<file path="config.mk">
export PLATFORM = sky130hd
export DESIGN_NAME = mod_div_unit
export DESIGN_NICKNAME = d
export VERILOG_FILES = /design/src/rtl/mod_div_unit.sv
export SDC_FILE = /design/constraint.sdc
export NUM_CORES = 1
export LEC_CHECK = 0
export ABC_AREA = 1
export CORE_UTILIZATION = 36
export DETAILED_ROUTE_END_ITERATION = 7
export PLACE_DENSITY = 0.52
export SLEW_MARGIN = 20
export SYNTH_ARGS = -nofsm -noshare
export SYNTH_HDL_FRONTEND = slang
export SYNTH_SLANG_ARGS = --single-unit
</file>
<file path="constraint.sdc">
create_clock -name clk -period 2.3 [get_ports clk]
set_input_delay 0.23 -clock clk [delete_from_list [all_inputs] [get_ports clk]]
set_output_delay 0.23 -clock clk [all_outputs]
set_load 0.01 [all_outputs]
</file>
<file path="src/rtl/mod_div_unit.sv">
// Iterative radix-2 restoring divide/remainder unit (RV32M DIV/DIVU/REM/REMU).
// Special cases (divide by zero, signed overflow) finish in one cycle. All
// other operations take WIDTH CALC cycles plus one FIX cycle before done.
module mod_div_unit #(
  parameter int WIDTH = 32
) (
  input  logic             clk,
  input  logic             rst,
  input  logic             start,
  input  logic [1:0]       op,
  input  logic [WIDTH-1:0] opr_a,
  input  logic [WIDTH-1:0] opr_b,
  output logic             busy,
  output logic             done,
  output logic [WIDTH-1:0] result
);
  localparam int CW = (WIDTH > 1) ? $clog2(WIDTH) : 1;
  localparam logic [WIDTH-1:0] MIN_NEG = {1'b1, {(WIDTH-1){1'b0}}};

  typedef enum logic [1:0] {S_IDLE, S_CALC, S_FIX, S_DONE} state_t;

  state_t           r_state, w_next;
  logic [WIDTH-1:0] r_rem, r_quo, r_div, r_result;
  logic [CW-1:0]    r_cnt;
  logic             r_sel_rem, r_neg_q, r_neg_r;

  logic             w_signed, w_a_neg, w_b_neg, w_div0, w_ovf, w_special, w_ge;
  logic [WIDTH-1:0] w_a_mag, w_b_mag, w_spec_res, w_fix_q, w_fix_r, w_rem_sub;
  logic [WIDTH:0]   w_rem_sh;

  // op[0]=0 selects the signed variants; magnitudes are taken at accept
  assign w_signed   = ~op[0];
  assign w_a_neg    = w_signed & opr_a[WIDTH-1];
  assign w_b_neg    = w_signed & opr_b[WIDTH-1];
  assign w_a_mag    = w_a_neg ? -opr_a : opr_a;
  assign w_b_mag    = w_b_neg ? -opr_b : opr_b;
  assign w_div0     = (opr_b == '0);
  assign w_ovf      = w_signed && (opr_a == MIN_NEG) && (opr_b == '1);
  assign w_special  = w_div0 | w_ovf;
  assign w_spec_res = w_div0 ? (op[1] ? opr_a : '1) : (op[1] ? '0 : MIN_NEG);

  // One restoring step: compare on WIDTH+1 bits. The difference is below the
  // divisor whenever it is kept, so WIDTH bits of it are enough.
  assign w_rem_sh  = {r_rem, r_quo[WIDTH-1]};
  assign w_ge      = (w_rem_sh >= {1'b0, r_div});
  assign w_rem_sub = w_rem_sh[WIDTH-1:0] - r_div;

  // Sign fix-up: quotient negated on sign mismatch, remainder follows dividend
  assign w_fix_q = r_neg_q ? -r_quo : r_quo;
  assign w_fix_r = r_neg_r ? -r_rem : r_rem;

  // State register
  always_ff @(posedge clk) begin
    if (rst) r_state <= S_IDLE;
    else     r_state <= w_next;
  end

  // Next-state logic
  always_comb begin
    w_next = r_state;
    case (r_state)
      S_IDLE: if (start) w_next = w_special ? S_DONE : S_CALC;
      S_CALC: if (r_cnt == '0) w_next = S_FIX;
      S_FIX:  w_next = S_DONE;
      S_DONE: w_next = S_IDLE;
      default: w_next = S_IDLE;
    endcase
  end

  // Outputs decoded from state
  always_comb begin
    busy = (r_state == S_CALC) || (r_state == S_FIX);
    done = (r_state == S_DONE);
  end

  assign result = r_result;

  // Datapath: operand capture, shift/subtract iterations, result write on DONE entry
  always_ff @(posedge clk) begin
    if (rst) begin
      r_rem     <= '0;
      r_quo     <= '0;
      r_div     <= '0;
      r_cnt     <= '0;
      r_sel_rem <= 1'b0;
      r_neg_q   <= 1'b0;
      r_neg_r   <= 1'b0;
      r_result  <= '0;
    end else begin
      case (r_state)
        S_IDLE: if (start) begin
          r_sel_rem <= op[1];
          r_neg_q   <= w_a_neg ^ w_b_neg;
          r_neg_r   <= w_a_neg;
          r_rem     <= '0;
          r_quo     <= w_a_mag;
          r_div     <= w_b_mag;
          r_cnt     <= CW'(WIDTH-1);
          if (w_special) r_result <= w_spec_res;
        end
        S_CALC: begin
          r_rem <= w_ge ? w_rem_sub : w_rem_sh[WIDTH-1:0];
          r_quo <= {r_quo[WIDTH-2:0], w_ge};
          r_cnt <= r_cnt - 1'b1;
        end
        S_FIX: r_result <= r_sel_rem ? w_fix_r : w_fix_q;
        default: ;
      endcase
    end
  end
endmodule

</file>
==> results.md, run 1 <==
* Status: finished, final reports clean
* CP Class: flop to flop
* Worst Setup SP: r_div[24]
* Synthesized-area fraction occupied by adder cells at 4.434%
* Commonest non-fill, non-tap cell in the layout: nand2_1
* CP Capture Type: flop
* Largest cells by area after synthesis: dfxtp_1 (22%), nand2_1 (19%), inv_1 (8.8%)
* Placed inst area at 15,760 µm²
* Die W at 189.0 µm
* Cell variety after synth at 45
* P&R area growth vs syn at 35.37%
* Final Cell Area at 17,040 µm²
* Diodes inserted at 0
* # DRC at 0
* Period utilisation layout at 95.52%
* Worst VDD drop at 0.7024 mV
* Vias in the first global route at 14,097
* Req. time, crit path at 2.68 ns
* Drt pass-1 iters at 6
* Finished Layout Cells at 2,989
* Max-slew violations at 0
* WL/cell at 16.68 µm
* Worst skew pair latency at 0.45 ns
* Clk_skew at 0.01037 ns
* Final wirelength at 49.86 mm
* Combinational family with the most area after synthesis: simple AND/OR/NAND/NOR gates
* Multiplexer share of the synthesized area at 0%
* Fmax at 455.2 MHz
* HP Class: input pin to flop
* Cell taking the most area after synthesis: dfxtp_1
* Count of yosys warnings during synthesis at 0
* Via count at 15,296
* Core Footprint at 34,460 µm²
* Placed Cells incl. Taps at 2,950
* Worst R2R Start: r_div[24]
* Pwr dens at 925.4 nW/µm²
* Layout cells sized above 1 at 17.05%
* DP HPWL at 39.41 mm
* Mapped Nets at 2,345
* Hold Buf Count CTS at 0
* Worst-path fanout max at 12
* Most frequent cells in the layout: nand2_1 (621), inv_1 (283), buf_4 (232)
* Max cap viols at 0
* CTS tree: built
* Total GRT Usage at 27.67%
* DIE AREA at 35,710 µm²
* Port Buffers at 102
* Simple-gate share of the synthesized area at 40.57%
* Largest net degree at the start of global routing at 85
* CTS Buf Count at 17
* Antenna Nets Post-Route at 0
* Longest Clk Path Bufs at 2
* Post-synthesis compound-gate area fraction at 17.56%
* Worst-margin pin slew at 0.5395 ns
* Post-synthesis cell count at 2,232
* Max-slew headroom at 63.65%
* Root buffer cell: clkbuf_16
* Synthesized area at 12,580 µm²
* Reg clk slew, reported paths at 0.07 ns
* Gr ovfl total at 0
* Initial antenna violation count at 0
* Static leakage at 8.099 nW
* Setup Viol. Count Final at 0
* Routed vias/inst at 5.117
* FF+latch count, synth at 138
* XOR/XNOR Fraction of Synth Area at 3.271%
* Die Y at 189.0 µm
* Fin crit period at 2.197 ns
* Crit path DAT at 2.58 ns
* FP Rows at 68
* Critical path launch point type: flop
* Seq/Total Area, Yosys at 21.95%
* Initial core utilization at 36.52%
* Gpl congestion at 0.9393
* Avg Cell Area, Syn at 5.638 µm²
* I/O pins at 103
* WHS at 0.07333 ns
* H-tree levels at 4
* DRT iter0 DRCs at 1,205
* First-pass GRT wire length at 76.96 mm
* Filler cells at 3,682
* Hold_sp: rst
* CTS sink cnt at 138
* Synth top area share at 21.95%
* NumNets Final at 2,634
* Layout Utilization at 49.44%
* Endpoints failing hold at 0
-- stage by stage --
stage                     power [mW]   TNS, ns  setup WS [ns]
after global routing           16.96  -0.02369       -0.01185
after detailed placement       12.24    -15.47        -0.4242
final                          15.77         0         0.1030
after floorplan                8.630         0         0.3357
after global placement         12.19    -14.26        -0.3960
after CTS                      15.30         0       0.002285
-- cell type report --
class                           instances  area [µm²]  share of cell area (%)
Multi-Input combinational cell       1707        8818                   51.76
Timing Repair Buffer                  352        3122                   18.32
Sequential cell                       138        2770                   16.26
Inverter                              305        1147                   6.735
Tap cell                              455       569.3                   3.342
Clock buffer                           19       452.9                   2.659
Clock inverter                         13       156.4                  0.9180
-- worst paths after layout --
kind | to | slack [ns] | depth (start not counted)
setup / recovery | r_rem[3] | 0.10 | 18
setup reg to reg | r_rem[3] | 0.10 | 18
hold / removal | r_cnt[2] | 0.07 | 2
hold reg to reg | result[26] | 0.47 | 2
-- worst max-delay path: stages, from the launching register on --
cell,delay [ns]
dfxtp_2,0.34
inv_4,0.06
ha_4,0.26
buf_4,0.15
nand2_2,0.06
nand2_2,0.06
inv_1,0.05
nand2_1,0.06
inv_1,0.07
nand2_2,0.06
nand2_2,0.07
nand3_2,0.08
nor2_4,0.13
buf_6,0.14
nand2_8,0.09
buf_12,0.15
nand2_1,0.10
nand3_1,0.07
a21oi_1,0.12
-- cell families after synthesis --
family          after synthesis
compound gates              422
xor+xnor                     47
fa+ha+maj                    44
buf+inv                     387
flops                       138
simple gates               1194
-- sequential cells by signal, summed over array words and instances, names as in the netlist --
register   cells
r_state        2
result        32
r_neg_r        1
r_quo         32
r_rem         32
r_cnt          5
r_sel_rem      1
r_neg_q        1
r_div         32
-- power by group --
group,internal (mW),switching (mW),leakage [nW]
registers,3.04,0.593,1.13
clock network,1.69,1.25,0.294
logic,3.72,5.47,6.67
total,8.45,7.32,8.10
-- per-layer routing --
layer | GRT usage, % | routed length, µm | vias up
met2 | 44.05 | 22310 | 400
li1 | - | - | 7778
met3 | 2.669 | 2403 | 54
met4 | 7.351 | 882 | 0
met1 | 39.57 | 24260 | 7064
met5 | 0 | 0 | -
-- timing repair --
action,in CTS,in global routing
buffers inserted,0,4
gates cloned,0,3
endpoints found under the setup margin,33,65
pin swaps,0,17
resized for setup,15,105
-- Yosys cell counts (all sizes together) --
cell and count:
nand3b 14, dfxtp 138, clkinv 1, buf 31, xnor2 20, a221oi 2
nand3 219, o21bai 2, nor3b 1, xor2 27, nor4 2, nand2 645
ha 43, nor3 24, a31oi 4, clkbuf 51, fa 1, and2 6
o211ai 19, o21ai 165, a21oi 220, o22ai 4, o21a 1, o31ai 3
nand4 24, nor2 256, inv 304, a211oi 1, o221ai 1, or2 3
No activity file was read; power rests on OpenSTA's default activity.
==> inputs of run 2 (changes only) <==
Settings changed: ABC_AREA 1 to default, DONT_BUFFER_PORTS from default to 1, GPL_ROUTABILITY_DRIVEN from default to 0, PLACE_DENSITY 0.52 to 0.48.
==> run 2 against run 1 <==
The run now ends with setup timing left; maximum frequency is 18% lower; setup slack got worse by 0.47 ns; clock-buffer cell count unchanged; sequential power shrank 11%; total power down 21%; critical endpoint is now r_rem[26].
==> results.md, run 2 <==
* Violated checks: setup timing
* Synth async-reset ratio at 0%
* Commonest register cell after synthesis: dfxtp_1
* DRT iter0 DRCs at 605
* Post-synthesis cell count at 1,451
* CTS Buf Count at 17
* P&R area growth vs syn at 36.51%
* CTS sink cnt at 138
* Layout Utilization at 50.49%
* Period utilisation layout at 116.0%
* Combinational family with the most area after synthesis: compound AO/OA/AOI/OAI gates
* Crit path DAT at 2.98 ns
* Synthesized-area fraction occupied by adder cells at 5.215%
* WL/cell at 19.59 µm
* Total GRT Usage at 26.24%
* Root buffer cell: clkbuf_16
* TNS Setup at -9.198 ns
* Finished Layout Cells at 2,041
* Fmax at 374.7 MHz
* Initial core utilization at 36.98%
* FF+latch count, synth at 138
* HP Class: input pin to flop
* Endpoints failing hold at 0
* Pwr dens at 849.1 nW/µm²
* Setup Viol. Count Final at 46
* Fin crit period at 2.669 ns
* FP Rows at 62
* Placed inst area at 12,860 µm²
* NumNets Final at 1,759
* Critical path launch point type: flop
* Placed Cells incl. Taps at 1,972
* DP HPWL at 29.31 mm
* Worst VDD drop at 0.6481 mV
* Most frequent cells in the layout: buf_4 (225), nand2_1 (187), nor2_1 (124)
* Via count at 11,343
* Cell variety after synth at 79
* Die W at 174.4 µm
* Seq/Total Area, Yosys at 25.82%
* WHS at 0.02692 ns
* Longest Clk Path Bufs at 2
* CP Class: flop to flop
* Worst-margin pin slew at 0.8121 ns
* Reg clk slew, reported paths at 0.06 ns
* Cell taking the most area after synthesis: dfxtp_1
* Post-synthesis compound-gate area fraction at 26.63%
* DIE AREA at 30,420 µm²
* Avg Cell Area, Syn at 7.375 µm²
* Layout cells sized above 1 at 26.98%
* Gr ovfl total at 0
* CP Capture Type: flop
* Die Y at 174.4 µm
* Worst-path fanout max at 3
* Top post-synthesis cells by count: nand2_1 (193), dfxtp_1 (138), nor2_1 (128)
* Port Buffers at 0
* Clk_skew at 0.01145 ns
* Final wirelength at 39.99 mm
* Max-slew headroom at 45.15%
* Diodes inserted at 0
* Drt pass-1 iters at 6
* Static leakage at 5.551 nW
* Final Cell Area at 14,610 µm²
* Number of synthesized flops with an enable pin at 0
* Routed vias/inst at 5.558
* Max-slew violations at 0
* Antenna Nets Post-Route at 0
* Multiplexer share of the synthesized area at 2.151%
* Initial antenna violation count at 1
* Largest net degree at the start of global routing at 97
* Count leader, synth: nand2_1
* Simple-gate share of the synthesized area at 23.62%
* Count of yosys warnings during synthesis at 0
* XOR/XNOR Fraction of Synth Area at 10.80%
* Vias in the first global route at 10,935
* Synth top area share at 25.82%
* Max cap viols at 0
* CTS tree: built
* Commonest non-fill, non-tap cell in the layout: buf_4
* Status: complete, but fails checks
* H-tree levels at 4
* Mapped Nets at 1,564
* Final WS setup at -0.3688 ns
* First-pass GRT wire length at 62.16 mm
* # DRC at 0
* Req. time, crit path at 2.61 ns
* Synthesized area at 10,700 µm²
* I/O pins at 103
* Worst skew pair latency at 0.44 ns
* Core Footprint at 28,940 µm²
* RSZ-0062 raised after global routing: true
* Largest cells by area after synthesis: dfxtp_1 (26%), nand2_1 (6.8%), o21ai_0 (5.9%)
run 2: cell types whose count changed after synthesis, sizes merged, moves of 46 or more:
cell / previous run / this run
xnor2: 20 / 66
inv: 304 / 69
a21oi: 220 / 101
nand3: 219 / 36
nand2: 645 / 193
nor2: 256 / 129
run 2: power breakdown:
group | total (mW) | switching, mW | leakage, nW | internal, mW
clock network | 2.71 | 1.18 | 0.263 | 1.53
logic | 6.47 | 3.64 | 4.15 | 2.84
registers | 3.22 | 0.393 | 1.14 | 2.83
total | 12.4 | 5.21 | 5.55 | 7.20
run 2: through the flow:
| stage | power (mW) | setup WS, ns |
|---|---|---|
| floorplan | 6.744 | -0.1516 |
| global placement | 9.002 | -0.4609 |
| detailed placement | 9.011 | -0.4794 |
| CTS | 12.08 | -0.2866 |
| global route | 13.22 | -0.4455 |
| finish | 12.40 | -0.3688 |
run 2: critical path, stage by stage (launching register included):
cell	delay, ns
dfxtp_2	0.34
inv_2	0.08
ha_4	0.14
inv_2	0.03
fa_2	0.33
a21o_1	0.21
a221oi_4	0.29
buf_4	0.19
nor3_4	0.05
o21ai_4	0.20
a31oi_4	0.13
or3_1	0.32
nand4_1	0.10
o211ai_1	0.11
run 2: routing by layer:
| metal | vias up | share of wire (%) | track usage (%) |
|---|---|---|---|
| met3 | 44 | 6.6 | 5.774 |
| li1 | 5625 | - | - |
| met1 | 5371 | 46 | 35.46 |
| met2 | 301 | 46 | 42.23 |
| met5 | - | 0.033 | 0 |
| met4 | 2 | 1.5 | 6.067 |
run 2: final timing paths:
| path | from | cells after the start | slack (ns) | endpoint |
|---|---|---|---|---|
| worst max-delay path | r_quo[31] | 13 | -0.37 | r_rem[26] |
| worst min-delay path | opr_b[26] | 2 | 0.03 | r_div[26] |
| worst max register to register | r_quo[31] | 13 | -0.37 | r_rem[26] |
| worst min register to register | r_div[15] | 2 | 0.48 | r_div[15] |
run 2: final cells by class:
cell class | count | area, µm²
clock buffer | 19 | 452.9
clock inverter | 11 | 98.84
fill | 2819 | 14330
inverter | 70 | 267.8
multi-input combinational | 1156 | 8224
sequential | 138 | 2800
tap | 384 | 480.5
timing repair buffer | 263 | 2285
run 2: timing repair:
| item | in CTS | in global routing |
|---|---|---|
| pin swaps | 39 | 44 |
| gates resized for setup | 74 | 92 |
| buffers inserted | 13 | 13 |
| gates cloned | 3 | 2 |
| setup endpoints to repair | 50 | 56 |
| hold endpoints to repair | 96 | 0 |
| hold buffers | 12 | 0 |
run 2: cell families (layout without fill, tap and decap cells):
| logic type | count (synthesis) | after routing |
|---|---|---|
| adders and majority gates | 44 | 44 |
| buffers and inverters | 157 | 363 |
| xor gates and xnor gates | 132 | 132 |
| and+or+nand+nor | 519 | 519 |
| muxes | 23 | 23 |
| AOI/OAI and AO/OA | 438 | 438 |
| DFF | 138 | 138 |
==> inputs of run 3 (changes only) <==
Clock period 2.3 ns to 3.3 ns, I/O delays scaled along.
==> run 3 against run 2 <==
The run now ends clean; largest power group unchanged; utilization is 9.6 points lower; total power is 39% lower; critical endpoint is now r_rem[28]; clock skew is 0.0025 ns higher; clock power is 24% lower; maximum frequency is 11% lower; via count is 7.5% lower.
==> results.md, run 3 (synthesis results as in run 2) <==
* Worst VDD drop at 0.5782 mV
* Die W at 174.4 µm
* Clk_skew at 0.01397 ns
* Placed inst area at 11,180 µm²
* Gr ovfl total at 0
* RSZ-0062 raised after global routing: false
* CP Capture Type: flop
* Pre-CTS setup slack at 0.3672 ns
* Filler cells at 3,022
* Total GRT Usage at 24.66%
* Total Power at 7.516 mW
* CP Class: flop to flop
* Max cap viols at 0
* Layout Utilization at 40.90%
* Initial antenna violation count at 1
* Worst-margin pin slew at 0.9628 ns
* WHS at 0.03160 ns
* Most frequent cells in the layout: nand2_1 (193), dfxtp_1 (138), nor2_1 (127)
* Final Cell Area at 11,830 µm²
* Critical path launch point type: flop
* NumNets Final at 1,537
* Max-slew violations at 0
* Largest net degree at the start of global routing at 94
* H-tree levels at 4
* Endpoints failing hold at 0
* Routed vias/inst at 5.757
* Initial core utilization at 36.98%
* Drt pass-1 iters at 5
* Max-slew headroom at 35.57%
* Layout cells sized above 1 at 7.237%
* DP HPWL at 27.93 mm
* P&R area growth vs syn at 10.58%
* Finished Layout Cells at 1,822
* Antenna Nets Post-Route at 0
* Period utilisation layout at 91.21%
* Port Buffers at 0
* I/O pins at 103
* First-pass GRT wire length at 57.79 mm
* Fmax at 332.2 MHz
* FP Rows at 62
* Core Footprint at 28,940 µm²
* Commonest non-fill, non-tap cell in the layout: nand2_1
* HP Class: input pin to flop
* CTS sink cnt at 138
* Post_cts resized at 0
* Final wirelength at 37.42 mm
* Crit path DAT at 3.34 ns
* Req. time, crit path at 3.63 ns
* Setup Viol. Count Final at 0
* Placed Cells incl. Taps at 1,787
* Post-CTS Setup Bufs at 0
* Hold Buf Count CTS at 2
* DRT iter0 DRCs at 709
* DIE AREA at 30,420 µm²
* Reg clk slew, reported paths at 0.07 ns
* TNS Setup at 0 ns
* Worst skew pair latency at 0.45 ns
* Longest Clk Path Bufs at 2
* Final WS setup at 0.2901 ns
* Worst-path fanout max at 3
* Vias in the first global route at 9,724
* Via count at 10,489
* Status: finished, final reports clean
* Root buffer cell: clkbuf_16
* CTS tree: built
* CTS Buf Count at 17
* Die Y at 174.4 µm
* Static leakage at 4.245 nW
* Pwr dens at 635.1 nW/µm²
* # DRC at 0
* Fin crit period at 3.010 ns
* WL/cell at 20.54 µm
run 3: final cells by class:
| cell class | count | area [µm²] | share of cell area [%] |
|---|---|---|---|
| Inverter | 70 | 262.8 | 2.220 |
| Multi-Input combinational cell | 1156 | 7342 | 62.04 |
| Timing Repair Buffer | 41 | 367.9 | 3.108 |
| Sequential cell | 138 | 2763 | 23.35 |
| Antenna cell | 1 | 2.502 | 0.02115 |
| Clock inverter | 15 | 190.2 | 1.607 |
| Clock buffer | 17 | 425.4 | 3.595 |
| Tap cell | 384 | 480.5 | 4.060 |
run 3: power by group:
| part | switching, mW | internal, mW | total [mW] | leakage, nW |
|---|---|---|---|---|
| clock | 0.854 | 1.20 | 2.06 | 0.292 |
| sequential | 0.356 | 1.96 | 2.32 | 1.13 |
| combinational | 2.01 | 1.12 | 3.14 | 2.83 |
run 3: worst paths after layout:
path / start / end / slack, ns / cells past startpoint
setup / recovery: r_quo[31] / r_rem[28] / 0.29 / 12
hold / removal: op[1] / r_sel_rem / 0.03 / 2
setup reg to reg: r_quo[31] / r_rem[28] / 0.29 / 12
hold reg to reg: r_div[15] / r_div[15] / 0.47 / 2
run 3: worst max-delay path, stage by stage, from the launching register on:
cell,delay (ns)
dfxtp_1,0.32
inv_1,0.11
ha_1,0.18
inv_1,0.05
fa_1,0.39
a21o_1,0.20
a221oi_1,0.35
nor3_1,0.12
o21ai_0,0.35
a31oi_1,0.19
o41ai_1,0.37
xor2_1,0.16
o21ai_0,0.09
run 3: routing by layer:
metal | vias to the layer above | part of all wire [%] | track usage (%) | routed length [µm]
li1 | 5188 | - | - | -
met3 | 42 | 7.1 | 6.146 | 2664
met2 | 348 | 44 | 37.53 | 16380
met5 | - | 0.035 | 0 | 13
met1 | 4909 | 47 | 33.63 | 17530
met4 | 2 | 2.2 | 8.480 | 838
==> RTL edit 1: new RTL, settings of run 1 <==
Change the parameter `WIDTH` from 32 to 16.
--- a/src/rtl/mod_div_unit.sv
+++ b/src/rtl/mod_div_unit.sv
@@ -3,5 +3,5 @@
 // other operations take WIDTH CALC cycles plus one FIX cycle before done.
 module mod_div_unit #(
-  parameter int WIDTH = 32
+  parameter int WIDTH = 16
 ) (
   input  logic             clk,
Interface: changed (resized opr_a, opr_b and result); port bits go from 103 to 55. The function was not compared with the original's and may differ.
==> RTL edit 1 against run 1 <==
  * Final area decreased by 56%
  * Die area fell by 51%
  * Wire length decreased by 59%
  * Synthesized cell count fell by 53%
  * Sequential cell count down 65
  * Worst setup slack better by 0.080 ns
  * Non-clock buffer count decreased by 243
  * Via count shrank 56%
  * Combinational power increased by 7.3%
  * Hold slack improved by 0.33 ns
  * Critical path depth decreased by 3
  * Synthesized area fell by 52%
  * Power shrank 15%
  * Highest routed layer unchanged
==> RTL edit 1: results (changes against run 1) <==
Parameter                              Value

Status
  Run status ... finished, final reports clean

GRT
  Global-route wire length before repair ... 32700 µm (-58%)
  GR Util met1 ... 36.0% (-3.6 points)
  Met2 Use GR ... 36.1% (-8.0 points)
  Met3 layer usage reported by global route ... 3.34% (+0.68 points)
  Number of global-route vias before repair ... 6212 (-56%)

Clocking
  Clock latency on the worst-skew pair ... 0.34 ns (-0.11 ns)
  Count of clock tree sinks ... 73 (-47%)
  Max H-tree Level ... 3 (-1)

Synthesis
  Largest cells by area after synthesis ... sky130_fd_sc_hd__dfxtp_1 (24%), sky130_fd_sc_hd__nand2_1 (18%), sky130_fd_sc_hd__nand3_1 (9.6%), sky130_fd_sc_hd__inv_1 (8.6%), sky130_fd_sc_hd__a21oi_1 (8.0%)
  Net Count, Synth ... 1107 (-53%)
  Distinct cells, synth ... 43 (-4.4%)
  Most used standard cells in the synthesized netlist ... sky130_fd_sc_hd__nand2_1 (295), sky130_fd_sc_hd__inv_1 (139), sky130_fd_sc_hd__nand3_1 (116)
  Sequential-to-total area share from yosys stat ... 24.0% (+2.1 points)

Power
  Leak pwr ... 3.63 nW (-55%)

Routing
  Number of vias per cell after detailed routing ... 4.99 (-2.5%)
  Met3 wire length ... 910 µm (-62%)
  Initial DRC count ... 397 (-67%)
  Routed wl met2 ... 8590 µm (-61%)
  Drt total wl ... 20300 µm (-59%)
  Detailed-route wire length on metal 1 ... 10600 µm (-56%)

Critical path
  Launch point of the worst path ... r_quo[15]
  Worst Reg2Reg Path Length in Cells ... 15 (-3)
  Max stage delay cell, worst path ... sky130_fd_sc_hd__dfxtp_1
  Largest fanout on the critical path ... 4 (-8)

Final layout
  Layout filler cell count ... 1804 (-51%)
  Sequential standard cell area ... 1460 µm² (-47%)
  Area of the multi-input gates ... 3920 µm² (-56%)
  Nets ... 1195 (-55%)
  Multi-input gate count ... 788 (-54%)
  Non-clock buffering overhead in the final layout ... 13.0% (-5.3 points)
  Fraction of layout cells with a size suffix above 1 ... 8.98% (-8.1 points)
  Number of signal-net inverters in the final layout ... 150 (-51%)
  Clock buffer instance count of the final layout ... 9 (-10)
  Layout buffer count excluding clock buffers ... 109 (-69%)

Placement
  Number of input and output port buffers inserted ... 54 (-47%)
  Detailed-placement wirelength estimate ... 16300 µm (-59%)
  Placed Instance Area ... 7180 µm² (-54%)

STA
  Clock skew ... 0.00658 ns (-0.00379 ns)

Floorplanning
  CORE AREA ... 16500 µm² (-52%)

Worst hold path
  Hold path depth ... 4 (+2)
## RTL edit 1: cell types whose count changed in the layout (fill, tap and decap cells not counted), moves of 18 or more
cell                              change
sky130_fd_sc_hd__ha_4                -22
sky130_fd_sc_hd__nand2_1            -326
sky130_fd_sc_hd__inv_1              -144
sky130_fd_sc_hd__nand3_1             -83
sky130_fd_sc_hd__o21ai_0             -92
sky130_fd_sc_hd__buf_4              -179
sky130_fd_sc_hd__nand2_2             -18
sky130_fd_sc_hd__a21oi_1            -115
sky130_fd_sc_hd__nor2_1             -123
sky130_fd_sc_hd__dfxtp_1             -59
sky130_fd_sc_hd__clkdlybuf4s50_1     -48
## RTL edit 1: path summary, 6_finish.rpt
| path | endpoint | slack (ns) |
|---|---|---|
| hold / removal | r_cnt[2] | 0.41 |
| setup reg to reg | r_rem[14] | 0.18 |
| setup / recovery | r_rem[14] | 0.18 |
| hold reg to reg | result[3] | 0.47 |
## RTL edit 1: repair_timing
item | CTS | global route
buffers inserted | 0 | 0
hold endpoints to repair | 0 | 0
gates resized for setup | 0 | 2
setup endpoints to repair | 0 | 2
## RTL edit 1: stage by stage
step	util, %	hold slack, ns	cells	setup WS, ns
final	45.3	0.406	1356	0.183
after global routing	45.3	0.445	1356	0.00324
after CTS	45.3	0.409	1356	0.0866
after detailed placement	43.5	0.462	1340	0.0416
after global placement	43.5	0.453	1340	0.0852
after floorplan	-	0.402	1043	0.415
## RTL edit 1: worst register-to-register path, cell delays in order (launching register included)
cell and delay (ns):
sky130_fd_sc_hd__dfxtp_1 0.33, sky130_fd_sc_hd__inv_1 0.07, sky130_fd_sc_hd__ha_1 0.19, sky130_fd_sc_hd__inv_1 0.10, sky130_fd_sc_hd__fa_1 0.22, sky130_fd_sc_hd__inv_1 0.05, sky130_fd_sc_hd__nor2_1 0.13, sky130_fd_sc_hd__nor2_2 0.08
sky130_fd_sc_hd__o21ai_0 0.31, sky130_fd_sc_hd__nand2_1 0.12, sky130_fd_sc_hd__nand2_1 0.09, sky130_fd_sc_hd__nand2_1 0.05, sky130_fd_sc_hd__nand2_1 0.07, sky130_fd_sc_hd__nand2_1 0.06, sky130_fd_sc_hd__nand2_1 0.06, sky130_fd_sc_hd__a21oi_1 0.05
## RTL edit 1: cells by family after synthesis
kind of cell             synth area share, %
AND/OR/NAND/NOR                         39.0
AO/OA/AOI/OAI                           16.7
buffers and inverters                   11.7
flip-flops                              24.0
adder cells (fa/ha/maj)                 5.68
XOR/XNOR                                2.88
## RTL edit 1: where the power goes
part | switching (mW) | leakage [nW] | internal, mW
Sequential | 0.379 | 0.598 | 1.75
Combinational | 6.19 | 2.88 | 3.67
Clock | 0.607 | 0.146 | 0.850
Total | 7.18 | 3.63 | 6.27
==> RTL edit 2: new RTL, settings of run 1 <==
Without the edit above. Register the output `result` once more, with the module's reset; this adds one clock of latency there. The other outputs are not delayed to match.
--- a/src/rtl/mod_div_unit.sv
+++ b/src/rtl/mod_div_unit.sv
@@ -74,5 +74,11 @@
   end
 
-  assign result = r_result;
+  always_ff @(posedge clk) begin
+    if (rst) begin
+      result <= '0;
+    end else begin
+      result <= r_result;
+    end
+  end
 
   // Datapath: operand capture, shift/subtract iterations, result write on DONE entry
Check against the original RTL: not equivalent (Yosys sat finds a counterexample within 4 cycles, from zero or initial values and one cycle with rst high).
==> RTL edit 2 against run 1 <==
  * Wire length increased by 6.8%
  * Sequential power increased by 15%
  * Synthesized area is 10% higher
  * Non-clock buffer count decreased by 28
  * Sequential cell count rose by 32
  * Final area increased by 5.7%
  * Worst setup slack lost 0.046 ns
  * Via count up 6.2%
  * Power grew 12%
  * Critical path type unchanged
  * Largest cell class unchanged
==> RTL edit 2: results (changes against run 1) <==
Parameter                              Value

Final layout
  Fraction of layout cells with a size suffix above 1 ... 14.5% (-2.5 points)
  Nets ... 2809 (+6.6%)
  Antenna Cells ... 0 (unchanged)
  Final cell count without fillers ... 3220 (+7.7%)
  Layout filler cell count ... 4106 (+12%)

Power
  Leak pwr ... 8.82 nW (+8.9%)
  P_seq ... 4.17 mW (+15%)
  Power drawn by the combinational cells ... 10.4 mW (+13%)
  Switching share of power ... 48.2% (+1.8 points)
  Maximum vdd ir drop ... 655 µV (-6.7%)

Clocking
  Clock latency on the worst-skew pair ... 0.47 ns (+0.02 ns)
  Clock input transition at the sequential cells of the worst setup and hold paths ... 0.09 ns (+0.02 ns)
  Max Root-Sink Buffers ... 2 (unchanged)

Floorplanning
  Effective utilization at floorplan ... 36.7% (+0.23 points)

Placement
  Placed Instance Area ... 16900 µm² (+7.2%)
  Detailed-placement wirelength estimate ... 42300 µm (+7.3%)
  Setup slack at placement ... -0.153 ns (+0.271 ns)

Critical path
  Max stage delay cell, worst path ... sky130_fd_sc_hd__dfxtp_1
  Largest fanout on the critical path ... 16 (+4)
  Arrival time at the worst endpoint ... 2.62 ns (+0.04 ns)
  Max incr delay on CP ... 0.36 ns (+0.02 ns)

STA
  Worst Max-Slew Pin Slew ... 0.712 ns (+0.173 ns)
  Clock skew ... 0.0200 ns (+0.00962 ns)

GRT
  Combined global-route utilization of all metal layers ... 26.8% (-0.84 points)
  Global-route wire length before repair ... 81100 µm (+5.4%)
  Maximum number of pins on one net before global-route repair ... 118 (+39%)
  Number of global-route vias before repair ... 14900 (+5.4%)

Synthesis
  Largest cells by area after synthesis ... sky130_fd_sc_hd__dfxtp_1 (25%), sky130_fd_sc_hd__nand2_1 (19%), sky130_fd_sc_hd__inv_1 (9.3%), sky130_fd_sc_hd__nand3_1 (8.3%), sky130_fd_sc_hd__nor2_1 (8.2%)
  Synthesized instance count ... 2440 (+9.3%)
  Net Count, Synth ... 2553 (+8.9%)
  Most used standard cells in the synthesized netlist ... sky130_fd_sc_hd__nand2_1 (707), sky130_fd_sc_hd__inv_1 (343), sky130_fd_sc_hd__nor2_1 (304)
  Sequential-to-total area share from yosys stat ... 24.5% (+2.6 points)
  Distinct cells, synth ... 47 (+4.4%)

Routing
  Initial DRC count ... 1147 (-4.8%)
  Number of vias per cell after detailed routing ... 5.04 (-1.4%)
  Number of optimization iterations in the first detailed-route pass ... 5 (-1)
  Drt total wl ... 53300 µm (+6.8%)

Status
  Run status ... finished, final reports clean
==> RTL edit 2: cell type report <==
type	count	area, µm²	share of cell area (%)
clock buffer	17	425	2.36
clock inverter	15	180	1.00
inverter	363	1360	7.57
multi-input combinational	1820	9140	50.8
sequential	170	3420	19.0
tap	511	639	3.55
timing repair buffer	324	2840	15.8
==> RTL edit 2: final timing paths <==
path	startpoint	cells past startpoint	slack, ns	end
setup / recovery	r_div[4]	14	0.06	r_rem[8]
hold / removal	rst	3	0.34	r_rem[5]
setup reg to reg	r_div[4]	14	0.06	r_rem[8]
hold reg to reg	r_result[10]	2	0.42	result[10]
==> RTL edit 2: cells by family (layout without fill, tap and decap cells) <==
family	Yosys count	in the layout	share of synthesized area, %
adder cells (fa/ha/maj)	44	44	4.02
AND/OR/NAND/NOR	1382	1382	42.7
XOR/XNOR	49	49	3.09
buffers and inverters	450	719	12.5
flip-flops	170	170	24.5
AO/OA/AOI/OAI	345	345	13.1
==> RTL edit 2: routing by layer <==
| layer | GRT usage [%] | vias to the layer above | part of all wire, % |
|---|---|---|---|
| met5 | 0 | - | 0 |
| met4 | 7.72 | 0 | 2.0 |
| met3 | 2.42 | 51 | 4.5 |
| met2 | 42.1 | 438 | 44 |
| met1 | 38.6 | 7451 | 50 |
| li1 | - | 8302 | - |
==> RTL edit 2: per-stage QoR <==
step	hold WS, ns	util (%)	total power [mW]
floorplan	0.380	-	10.3
global placement	0.408	44.8	13.9
detailed placement	0.408	44.8	14.0
CTS	0.366	46.4	17.2
global route	0.381	47.7	19.0
finish	0.339	47.7	17.7
==> RTL edit 2: what timing repair did <==
item,in CTS,in global routing
resized for setup,6,81
endpoints found under the hold margin,0,0
pin swaps,0,11
setup endpoints to repair,25,62
buffers inserted,0,4
gates cloned,0,2
hold buffers,0,0
